<file path="src/rtl/program_loader_if.sv">
// Host byte link, instruction-memory write port and load status for the program loader.
// master = host/bench side, slave = loader.
interface program_loader_if #(
   parameter int ADDR_W = 8
);
   logic [7:0]        byteIn;
   logic              byteValid;
   logic              byteReady;
   logic [ADDR_W-1:0] iWriteAddr;
   logic [15:0]       iWriteData;
   logic              iWriteEn;
   logic              cpuHold;
   logic              done;
   logic              error;

   modport master (
      output byteIn, byteValid,
      input  byteReady, iWriteAddr, iWriteData, iWriteEn, cpuHold, done, error
   );

   modport slave (
      input  byteIn, byteValid,
      output byteReady, iWriteAddr, iWriteData, iWriteEn, cpuHold, done, error
   );
endinterface

</file>
<file path="src/rtl/program_loader.sv">
// Parses a framed byte stream (header, count, big-endian words, checksum) into
// instruction-memory writes, holding the CPU for the duration of the load.
//
// state | meaning
// IDLE  | discard bytes until HEADER; HEADER clears status and starts a frame
// COUNT | take word count N; N==0 is a framing error
// HI    | take high byte of the next word
// LO    | take low byte, issue the write, count down remaining words
// CHECK | compare byte against running sum, report done or error
module program_loader #(
   parameter logic [7:0] HEADER = 8'hA5,
   parameter int         ADDR_W = 8
) (
   input logic            clk,
   input logic            reset,
   program_loader_if.slave bus
);
   typedef enum logic [2:0] {IDLE, COUNT, HI, LO, CHECK} state_t;

   state_t            state;
   logic [7:0]        words_left;
   logic [7:0]        hi_byte;
   logic [7:0]        csum;
   logic [ADDR_W-1:0] word_addr;
   logic [ADDR_W-1:0] write_addr;
   logic [15:0]       write_data;
   logic              write_en;
   logic              hold;
   logic              done_r;
   logic              error_r;
   logic              accept;

   // Only stall in LO while a write strobe is still out; in practice never hit.
   assign bus.byteReady  = !(state == LO && write_en);
   assign accept         = bus.byteValid && bus.byteReady;

   assign bus.iWriteAddr = write_addr;
   assign bus.iWriteData = write_data;
   assign bus.iWriteEn   = write_en;
   assign bus.cpuHold    = hold;
   assign bus.done       = done_r;
   assign bus.error      = error_r;

   always_ff @(posedge clk) begin
      if (reset) begin
         state      <= IDLE;
         words_left <= '0;
         hi_byte    <= '0;
         csum       <= '0;
         word_addr  <= '0;
         write_addr <= '0;
         write_data <= '0;
         write_en   <= 1'b0;
         hold       <= 1'b0;
         done_r     <= 1'b0;
         error_r    <= 1'b0;
      end else begin
         write_en <= 1'b0;
         if (accept) begin
            case (state)
               IDLE: begin
                  if (bus.byteIn == HEADER) begin
                     done_r     <= 1'b0;
                     error_r    <= 1'b0;
                     words_left <= '0;
                     word_addr  <= '0;
                     csum       <= '0;
                     hold       <= 1'b1;
                     state      <= COUNT;
                  end
               end
               COUNT: begin
                  if (bus.byteIn == 8'd0) begin
                     error_r <= 1'b1;
                     hold    <= 1'b0;
                     state   <= IDLE;
                  end else begin
                     words_left <= bus.byteIn;
                     state      <= HI;
                  end
               end
               HI: begin
                  hi_byte <= bus.byteIn;
                  csum    <= csum + bus.byteIn;
                  state   <= LO;
               end
               LO: begin
                  write_data <= {hi_byte, bus.byteIn};
                  write_addr <= word_addr;
                  write_en   <= 1'b1;
                  word_addr  <= word_addr + ADDR_W'(1);
                  csum       <= csum + bus.byteIn;
                  words_left <= words_left - 8'd1;
                  state      <= (words_left == 8'd1) ? CHECK : HI;
               end
               CHECK: begin
                  if (bus.byteIn == csum) done_r <= 1'b1;
                  else                    error_r <= 1'b1;
                  hold  <= 1'b0;
                  state <= IDLE;
               end
               default: state <= IDLE;
            endcase
         end
      end
   end
endmodule
</file>
<file path="src/flat_wrapper.sv">
// flat-port wrapper written by rule: the top's interface ports become plain ports
module program_loader_flat 
#(
   parameter logic [7:0] HEADER = 8'hA5,
   parameter int         ADDR_W = 8
)
  (clk, reset, bus_byteIn, bus_byteValid, bus_byteReady, bus_iWriteAddr, bus_iWriteData, bus_iWriteEn, bus_cpuHold, bus_done, bus_error);
  program_loader_if #(.ADDR_W(ADDR_W)) bus_i ();
  input logic clk;
  input logic reset;
  input wire logic [$bits(bus_i.byteIn)-1:0] bus_byteIn;
  input wire logic [$bits(bus_i.byteValid)-1:0] bus_byteValid;
  output wire logic [$bits(bus_i.byteReady)-1:0] bus_byteReady;
  output wire logic [$bits(bus_i.iWriteAddr)-1:0] bus_iWriteAddr;
  output wire logic [$bits(bus_i.iWriteData)-1:0] bus_iWriteData;
  output wire logic [$bits(bus_i.iWriteEn)-1:0] bus_iWriteEn;
  output wire logic [$bits(bus_i.cpuHold)-1:0] bus_cpuHold;
  output wire logic [$bits(bus_i.done)-1:0] bus_done;
  output wire logic [$bits(bus_i.error)-1:0] bus_error;
  assign bus_i.byteIn = bus_byteIn;
  assign bus_i.byteValid = bus_byteValid;
  assign bus_byteReady = bus_i.byteReady;
  assign bus_iWriteAddr = bus_i.iWriteAddr;
  assign bus_iWriteData = bus_i.iWriteData;
  assign bus_iWriteEn = bus_i.iWriteEn;
  assign bus_cpuHold = bus_i.cpuHold;
  assign bus_done = bus_i.done;
  assign bus_error = bus_i.error;
  program_loader #(.HEADER(HEADER), .ADDR_W(ADDR_W)) u_core (.clk(clk), .reset(reset), .bus(bus_i));
endmodule
</file>
<file path="config.mk">
export PLATFORM = sky130hd
export DESIGN_NAME = program_loader_flat
export DESIGN_NICKNAME = d
export VERILOG_FILES = /design/src/rtl/program_loader_if.sv /design/src/rtl/program_loader.sv /design/src/flat_wrapper.sv
export SDC_FILE = /design/constraint.sdc
export NUM_CORES = 1
export LEC_CHECK = 0
export CORE_UTILIZATION = 48
export DETAILED_ROUTE_END_ITERATION = 8
export PLACE_DENSITY = 0.71
export REMOVE_ABC_BUFFERS = 1
export SETUP_SLACK_MARGIN = 0.3
export SLEW_MARGIN = 20
export SYNTH_ARGS = -nofsm -noshare
export SYNTH_HDL_FRONTEND = slang
export SYNTH_SLANG_ARGS = --single-unit
</file>
<file path="constraint.sdc">
create_clock -name clk -period 2.1 [get_ports clk]
set_input_delay 0.21 -clock clk [delete_from_list [all_inputs] [get_ports clk]]
set_output_delay 0.21 -clock clk [all_outputs]
set_load 0.005 [all_outputs]
</file>
Yosys cells after proc, flatten, opt, wreduce, memory -nomap -nowiden:

Cells that the tools add are included.

* reduce and logical (&&, ||, !) cells: 21
* equal/unequal tests: 12
* bitwise logic cells: 1
* add/subtract/negate cells: 3
* muxes and demuxes: 19

Operators with widths (number)
* $pmux 8 s2: 2
* $pmux 8 s3: 1
* $mux 8: 2
* $pmux 3 s4: 1
* $reduce_and 4->1: 3
* $add 8x1->8 const B: 1
* $add 8x8->8: 1
* $eq 8x1->1 const B: 1
* $eq 8x8->1: 1
* $eq 8x8->1 const B: 1
* $logic_not 8->1: 1
* $sub 8x1->8 const B: 1
* $mux 1: 7
* $eq 3x2->1 const B: 2
* $mux 3: 2
* $ne 2x1->1 const B: 3
* $pmux 1 s3: 2
* $reduce_and 2->1: 3
* $reduce_and 3->1: 2
* $reduce_bool 2->1: 3
* $reduce_bool 3->1: 2
* $reduce_and 5->1: 1
* $ne 2x2->1 const B: 2
* $reduce_or 2->1: 2
* other kinds (8): 9

* output and inout bits: 29
* word-level logic and storage cells: 67
* bits in registers: 63
* input bits: 11

Depth between registers and ports, before layout:

Gate-level depths: netlist (run 1).

* depth after elaboration: 6
* depth in mapped cells: 8
* mapped depth without buffers: 7

Worst setup path after synthesis (run 1):

Ideal clock, no wire load.

* path kind: reg2reg
* from: register u_core.csum[2]
* to: register u_core.error_r (netlist: u_core.bus.error)
* arrival: 1.656 ns
* cell stages (with the launch flop): 7
* slack: 0.306 ns
* clock period less this slack: 1.794 ns
* path buffers: 0
* setup time: 0.138 ns
* cell sequence: dfxtp_1 -> ha_1 -> or4_1 -> nor4_1 -> nand2_1 -> a31oi_1 -> nor3_1

* cells in the longest elaborated chain, start to end: 3

RTL lines
* start, declared: RTL line program_loader.sv:23 `logic [7:0] csum;`
* start signal, assigned: RTL line program_loader.sv:84 `csum <= csum + bus.byteIn;`
* start signal, assigned: RTL line program_loader.sv:92 `csum <= csum + bus.byteIn;`
* $eq 8x8->1: RTL line program_loader.sv:97 `if (bus.byteIn == csum) done_r <= 1'b1;`
* $ne 2x2->1 (no line)
* $reduce_and 5->1 (no line)
* end signal, assigned: RTL line program_loader.sv:64 `error_r <= 1'b0;`
* end signal, assigned: RTL line program_loader.sv:74 `error_r <= 1'b1;`
* end signal, assigned: RTL line program_loader.sv:98 `else error_r <= 1'b1;`
* end, declared: RTL line program_loader.sv:30 `logic error_r;`

Every way passes these cells.
A chain may end at the register's enable or synchronous reset.

Worst setup path after layout (run 1):

* from: register u_core.words_left[4]
* to: register u_core.state[1]

* cells in the longest elaborated chain, start to end: 3

RTL lines
* start, declared: RTL line program_loader.sv:21 `logic [7:0] words_left;`
* start signal, assigned: RTL line program_loader.sv:78 `words_left <= bus.byteIn;`
* start signal, assigned: RTL line program_loader.sv:93 `words_left <= words_left - 8'd1;`
* $eq 8x1->1: RTL line program_loader.sv:94 `state <= (words_left == 8'd1) ? CHECK : HI;`
* $mux 3: RTL line program_loader.sv:94
* $pmux 3 s4: RTL line program_loader.sv:60 `case (state)`
* end signal, assigned: RTL line program_loader.sv:94
* end, declared: RTL line program_loader.sv:20 `state_t state;`

Every way passes these cells.

==> metrics.yaml, run 1 <==
power:
  internal_power_mw: 1.92
  p_leak_nw: 1.61
  power_mw: 2.50
  sequentialPowerShare_pct: 47.7
  p_sw_mw: 0.577
  power.density_nw_per_um2: 588
  vdd_drop_max_mv: 0.503
  swShare_pct: 23.1
  combPwrFrac_pct: 5.9
  power.share.clock_pct: 46.4
hold_path:
  hold_class: "input pin to flip-flop"
  hold_path_startpoint: "bus_byteIn[5]"
  hold-path-cell-count: 4
  min_to: "u_core.bus.iWriteData[5]"
placement:
  pre_cts_slack_ns: -0.287
  portBuffers: 39
  globalplace.congestion: 0.888
  postPlaceCellArea_um2: 3740
  hpwl_um: 5320
  dp_cells: 495
timing:
  finalHoldWorstSlack_ns: 0.295
  period_share_pct: 88.2
  post-route-min-period_ns: 1.85
  fmax_mhz: 540
  setup_tns_ns: 0
  rsz0062_at_grt: "yes"
  hold_violations: 0
  finalSetupViolCount: 0
  slew_viol_final: 0
  skew_ns: 0.00446
  max-slew-margin-rel_pct: 54.4
  tightest_slew_ns: 0.684
  layout_setup_ws_ns: 0.248
die:
  die_width_um: 81.9
  die_y_um: 81.9
  core_area_um2: 6030
  ios: 40
  die_area_um2: 6700
  initial_core_util_pct: 50.8
  row_count: 28
synth:
  ys_ff_latch: 63
  synth_cells: 366
  synth_area_um2: 3060
  syn_avg_cell_area_um2: 8.37
  synth.distinct_cells: 57
  seq_area_frac_synth_pct: 41.2
  yosys_warnings: 0
routing:
  viasPerCell: 5.62
  drt-pass1-iter-count: 4
  wl_per_cell_um: 15.8
  ant_nets: 0
  vias: 2926
  remaining_drc_errors: 0
  drt_iter0_drc: 139
  wl_um: 8220
finish:
  finalCoreUtilization_pct: 70.5
  nFillCells: 481
  final_cell_area_um2: 4250
  fin_cells: 521
  multi_input_area_um2: 1870
  diodes: 0
  drive_above_1_share_pct: 25.3
  area_delta_synth_final_pct: 38.6
  regArea_um2: 1280
  num-nets-final: 463
  final_cell_mix: "nand2_1, dfxtp_1, a21oi_1, buf_4, clkdlybuf4s50_1"
  final_common_cell: "nand2_1"
worst_setup_path:
  reg2reg_to: "u_core.state[1]"
  critPathArrivalTime_ns: 2.08
  reg2reg_depth: 5
  r2r_slack_ns: 0.25
  critPathLaunchType: "flip-flop"
  cp.required_ns: 2.33
  crit_fanout: 4
  reg2reg_from: "u_core.words_left[4]"
  critPathKind: "flip-flop to flip-flop"
  end_kind: "flip-flop"
run:
  cap_violations: 0
status:
  status: "finished clean"
cts:
  root_buffer: "clkbuf_8"
  cts_buffer_depth: 2
  htree_levels: 3
  cts.sinks: 63
  cts_buffers: 9
  cts_tree: "yes"
  clk_latency_ns: 0.35
  clk_pin_slew_worst_paths_ns: 0.07
global_route:
  grt_pass1_wl_um: 12900
  antenna_found_initial: 0
  grt_pass1_vias: 2628
  grt_max_degree: 35
  overflow: 0
  track_usage_pct: 26.0
-- Yosys cell counts, drive strengths merged --
| cell | n | share of area [%] |
|---|---|---|
| xnor2 | 3 | 0.86 |
| o21a | 2 | 0.49 |
| or3 | 4 | 0.82 |
| a222oi | 1 | 0.33 |
| fa | 1 | 0.65 |
| mux2i | 2 | 0.65 |
| nand3b | 6 | 1.5 |
| nor4 | 4 | 1.3 |
| a211oi | 10 | 2.9 |
| dfxtp | 63 | 41 |
| xor2 | 6 | 1.7 |
| and2 | 3 | 0.61 |
| nor2b | 3 | 0.61 |
| o211ai | 1 | 0.25 |
| nand2 | 79 | 9.7 |
| nor3b | 1 | 0.25 |
| o21ba | 1 | 0.33 |
| and3b | 1 | 0.29 |
| a32oi | 1 | 0.29 |
| buf | 7 | 1.3 |
| ha | 10 | 4.1 |
| and3 | 3 | 0.61 |
| o311ai | 1 | 0.29 |
| o311a | 1 | 0.33 |
| a22oi | 3 | 0.74 |
| clkbuf | 14 | 1.7 |
| o221ai | 1 | 0.86 |
| a41oi | 1 | 0.29 |
| nor3 | 12 | 2.7 |
| a21oi | 49 | 8.1 |
| or4 | 3 | 0.98 |
| inv | 6 | 0.74 |
| nand4 | 1 | 0.20 |
| nand3 | 7 | 1.1 |
| a21o | 2 | 0.49 |
| or2 | 4 | 0.82 |
| o31ai | 2 | 0.49 |
| nor2 | 23 | 2.8 |
| a221oi | 6 | 2.1 |
| nor4b | 1 | 0.49 |
| a21boi | 1 | 0.25 |
| o21ai | 10 | 1.8 |
| nand2b | 4 | 1.1 |
| a31oi | 2 | 0.90 |
-- worst max-delay path, stage by stage, from the launching register on --
cell and delay (ns):
dfxtp_2 0.33, or4_4 0.58, nor4b_4 0.32, nand2_1 0.10
a222oi_1 0.34, nor2_1 0.06
-- state kept, by name (all words and copies together) (netlist names) --
register,cells
u_core.bus.done,1
u_core.csum,8
u_core.bus.iWriteAddr,8
u_core.words_left,8
u_core.bus.iWriteData,16
u_core.state,3
u_core.bus.error,1
u_core.hi_byte,8
u_core.word_addr,8
u_core.bus.cpuHold,1
u_core.bus.iWriteEn,1
-- power groups by stage --
stage / clock network (mW) / registers [mW] / logic, mW
floorplan: 0 / 1.22 / 0.0364
global placement: 0 / 1.22 / 0.128
detailed placement: 0 / 1.22 / 0.127
CTS: 1.18 / 1.19 / 0.130
global route: 1.24 / 1.19 / 0.156
finish: 1.16 / 1.19 / 0.147
-- what timing repair did --
| action | CTS | global route |
|---|---|---|
| setup endpoints to repair | 22 | 18 |
| hold buffers | 0 | 0 |
| cloned | 1 | 0 |
| buffers inserted | 0 | 9 |
| pin swaps | 5 | 15 |
| gates resized for setup | 28 | 24 |
-- per-layer routing --
| metal | share of wire [%] | GRT usage, % |
|---|---|---|
| met1 | 47 | 34.9 |
| met3 | 4.9 | 5.56 |
| met5 | 0 | 0 |
| met4 | 2.4 | 13.0 |
| met2 | 46 | 39.3 |
-- layout make-up --
type	count	share of cell area, %
Multi-Input combinational cell	277	44.1
Sequential cell	63	30.1
Timing Repair Buffer	84	18.1
Clock buffer	10	3.01
Tap cell	75	2.21
Clock inverter	6	1.97
Inverter	6	0.531
-- worst max path at each step --
stage | slack [ns] | from | end
2_1_floorplan | -0.99 | u_core.state[1] | u_core.word_addr[7]
6_report | 0.25 | u_core.words_left[4] | u_core.state[1]
3_5_place_dp | -0.29 | bus_byteIn[1] | u_core.words_left[1]
4_1_cts | 0.30 | u_core.csum[1] | u_core.bus.error
5_1_grt | 0.18 | u_core.words_left[4] | u_core.state[1]
3_3_place_gp | -0.19 | bus_byteIn[1] | u_core.words_left[4]
-- logic make-up (layout without fill, tap and decap cells) --
kind of cell	Yosys count	after routing	synth area share, %
simple gates	159	159	25.8
compound gates	95	96	21.2
flops	63	63	41.2
buf+inv	27	106	3.80
fa+ha+maj	11	11	4.74
xor+xnor	9	9	2.57
mux	2	2	0.654
Note: power is estimated with default switching activity, not from simulation.
==> run 2: changes to the inputs <==
Settings changed: SLEW_MARGIN 20 to default.
==> results of run 2 <==
Final layout, timing and power as in run 1 (identical DEF).
==> run 3: changes to the inputs <==
Clock period 2.1 ns to 2 ns, I/O delays scaled along.
==> run 3 against run 2 <==
Compared with the run above:
- clock skew grew 0.0039 ns
- critical endpoint is now u_core.words_left[7]
- count of clock-buffer cells in the layout is the same
- cell count increased by 2.1%
- worst setup slack worse by 0.058 ns
- highest routed layer unchanged
- worst hold slack got worse by 0.019 ns
- fmax grew 2.3%
- largest power group unchanged
- critical path depth stayed put
- critical path type unchanged
- largest cell class unchanged
==> metrics.yaml, run 3 (synthesis results as in run 1) <==
status:
  status: "finished clean"
timing:
  fmax_mhz: 552  # +2.3%
  post-route-min-period_ns: 1.81  # -0.0416 ns
  layout_setup_ws_ns: 0.190  # -0.0584 ns
  slew_viol_final: 0  # unchanged
  tightest_slew_ns: 0.745  # +0.0619 ns
  hold_violations: 0  # unchanged
  period_share_pct: 90.5  # +2.3 points
  finalSetupViolCount: 0  # unchanged
  skew_ns: 0.00837  # +0.00391 ns
  setup_tns_ns: 0  # unchanged
  rsz0062_at_grt: "yes"
  max-slew-margin-rel_pct: 50.3  # -4.1 points
routing:
  vias: 3059  # +4.5%
  viasPerCell: 5.75  # +2.4%
  drt_iter0_drc: 133  # -4.3%
  ant_nets: 0  # unchanged
  remaining_drc_errors: 0  # unchanged
  wl_um: 8950  # +8.8%
  drt-pass1-iter-count: 5  # +1
  wl_per_cell_um: 16.8  # +6.6%
die:
  core_area_um2: 6030  # unchanged
  row_count: 28  # unchanged
  initial_core_util_pct: 50.8  # unchanged
  die_width_um: 81.9  # unchanged
  die_area_um2: 6700  # unchanged
  die_y_um: 81.9  # unchanged
  ios: 40  # unchanged
worst_setup_path:
  critPathLaunchType: "flip-flop"
  crit_fanout: 3  # -1
  cp.required_ns: 2.21  # -0.12 ns
  crit_family: "simple AND/OR/NAND/NOR gates"
  slowest_delay_ns: 0.58  # about the same
  slowest_stage: "or4_4"
  path_buf_inv: 0  # unchanged
  end_kind: "flip-flop"
  critPathArrivalTime_ns: 2.02  # -0.06 ns
  critPathKind: "flip-flop to flip-flop"
  path_cells: "or4_4 > nor4_4 > xor2_1 > a221oi_2 > nor3_2"
finish:
  diodes: 0  # unchanged
  largest_reg_flops: 16  # unchanged
  final_cell_mix: "nand2_1, dfxtp_1, buf_4, a21oi_1, clkdlybuf4s50_1"
  drive_above_1_share_pct: 31.7  # +6.4 points
  final_common_cell: "nand2_1"
  num-nets-final: 474  # +2.4%
  finalCoreUtilization_pct: 73.0  # +2.6 points
  area_delta_synth_final_pct: 43.7
placement:
  hpwl_um: 5430  # +2.0%
  portBuffers: 39  # unchanged
  globalplace.congestion: 0.916  # +3.2%
  pre_cts_slack_ns: -0.347  # -0.0606 ns
global_route:
  grt_pass1_vias: 2774  # +5.6%
  track_usage_pct: 27.7  # +1.7 points
  grt_pass1_wl_um: 13800  # +7.0%
  overflow: 0  # unchanged
  grt_max_degree: 39  # +11%
  antenna_found_initial: 0  # unchanged
cts:
  cts_tree: "yes"
  root_buffer: "clkbuf_8"
  cts_buffer_depth: 2  # unchanged
  htree_levels: 3  # unchanged
  clk_latency_ns: 0.35  # about the same
  clk_pin_slew_worst_paths_ns: 0.07  # about the same
  cts_buffers: 9  # unchanged
  cts.sinks: 63  # unchanged
  cts_hold_buf: 0  # unchanged
power:
  vdd_drop_max_mv: 0.550  # +9.3%
  power.density_nw_per_um2: 572  # -2.7%
  p_leak_nw: 1.66  # +2.8%
  power_mw: 2.52  # +0.86%
run:
  cap_violations: 0  # unchanged
hold_path:
  hold_class: "input pin to flip-flop"
run 3: tightest hold or removal path: stages:
cell	delay, ns
clkbuf_2	0.11
buf_4	0.16
nand2_1	0.06
a21oi_1	0.05
run 3: where the power goes:
group          switching, mW  internal [mW]  total (mW)  leakage [nW]
Sequential          0.000996           1.25        1.25         0.512
Combinational         0.0987         0.0741       0.173          1.05
Clock                  0.522          0.571        1.09        0.0960
Total                  0.621           1.90        2.52          1.66
run 3: through the flow:
stage	hold slack [ns]	area, um2	instances
after floorplan	0.262	2970	345
after global placement	0.444	3750	499
after detailed placement	0.446	3750	499
after CTS	0.398	4210	525
after global routing	0.297	4400	532
final	0.276	4400	532
run 3: cell type report:
class	count	area [um2]
multi-input combinational	277	1990
fill	450	1620
sequential	63	1280
timing repair buffer	95	828
clock buffer	10	128
tap	75	93.8
clock inverter	6	61.3
inverter	6	22.5
run 3: routing by layer:
metal  share of wire (%)  track usage [%]  up-vias
met3                 4.8             4.22       19
met2                  48             44.0       92
met4                 2.1             14.7        0
li1                    -                -     1463
met5                   0                0        -
met1                  45             36.0     1485
run 3: path summary, 6_finish.rpt:
check,cells after the start,startpoint,slack [ns],to
worst min register to register,2,u_core.hi_byte[5],0.45,u_core.bus.iWriteData[13]
worst max-delay path,5,u_core.words_left[4],0.19,u_core.words_left[7]
worst min-delay path,4,bus_byteIn[3],0.28,u_core.hi_byte[3]
worst max register to register,5,u_core.words_left[4],0.19,u_core.words_left[7]
run 3: repair_timing:
action / in CTS / in global routing
buffers inserted: 9 / 7
pin swaps: 14 / 25
hold endpoints to repair: 0 / 0
gates cloned: 1 / 0
gates resized for setup: 48 / 41
setup endpoints to repair: 29 / 26
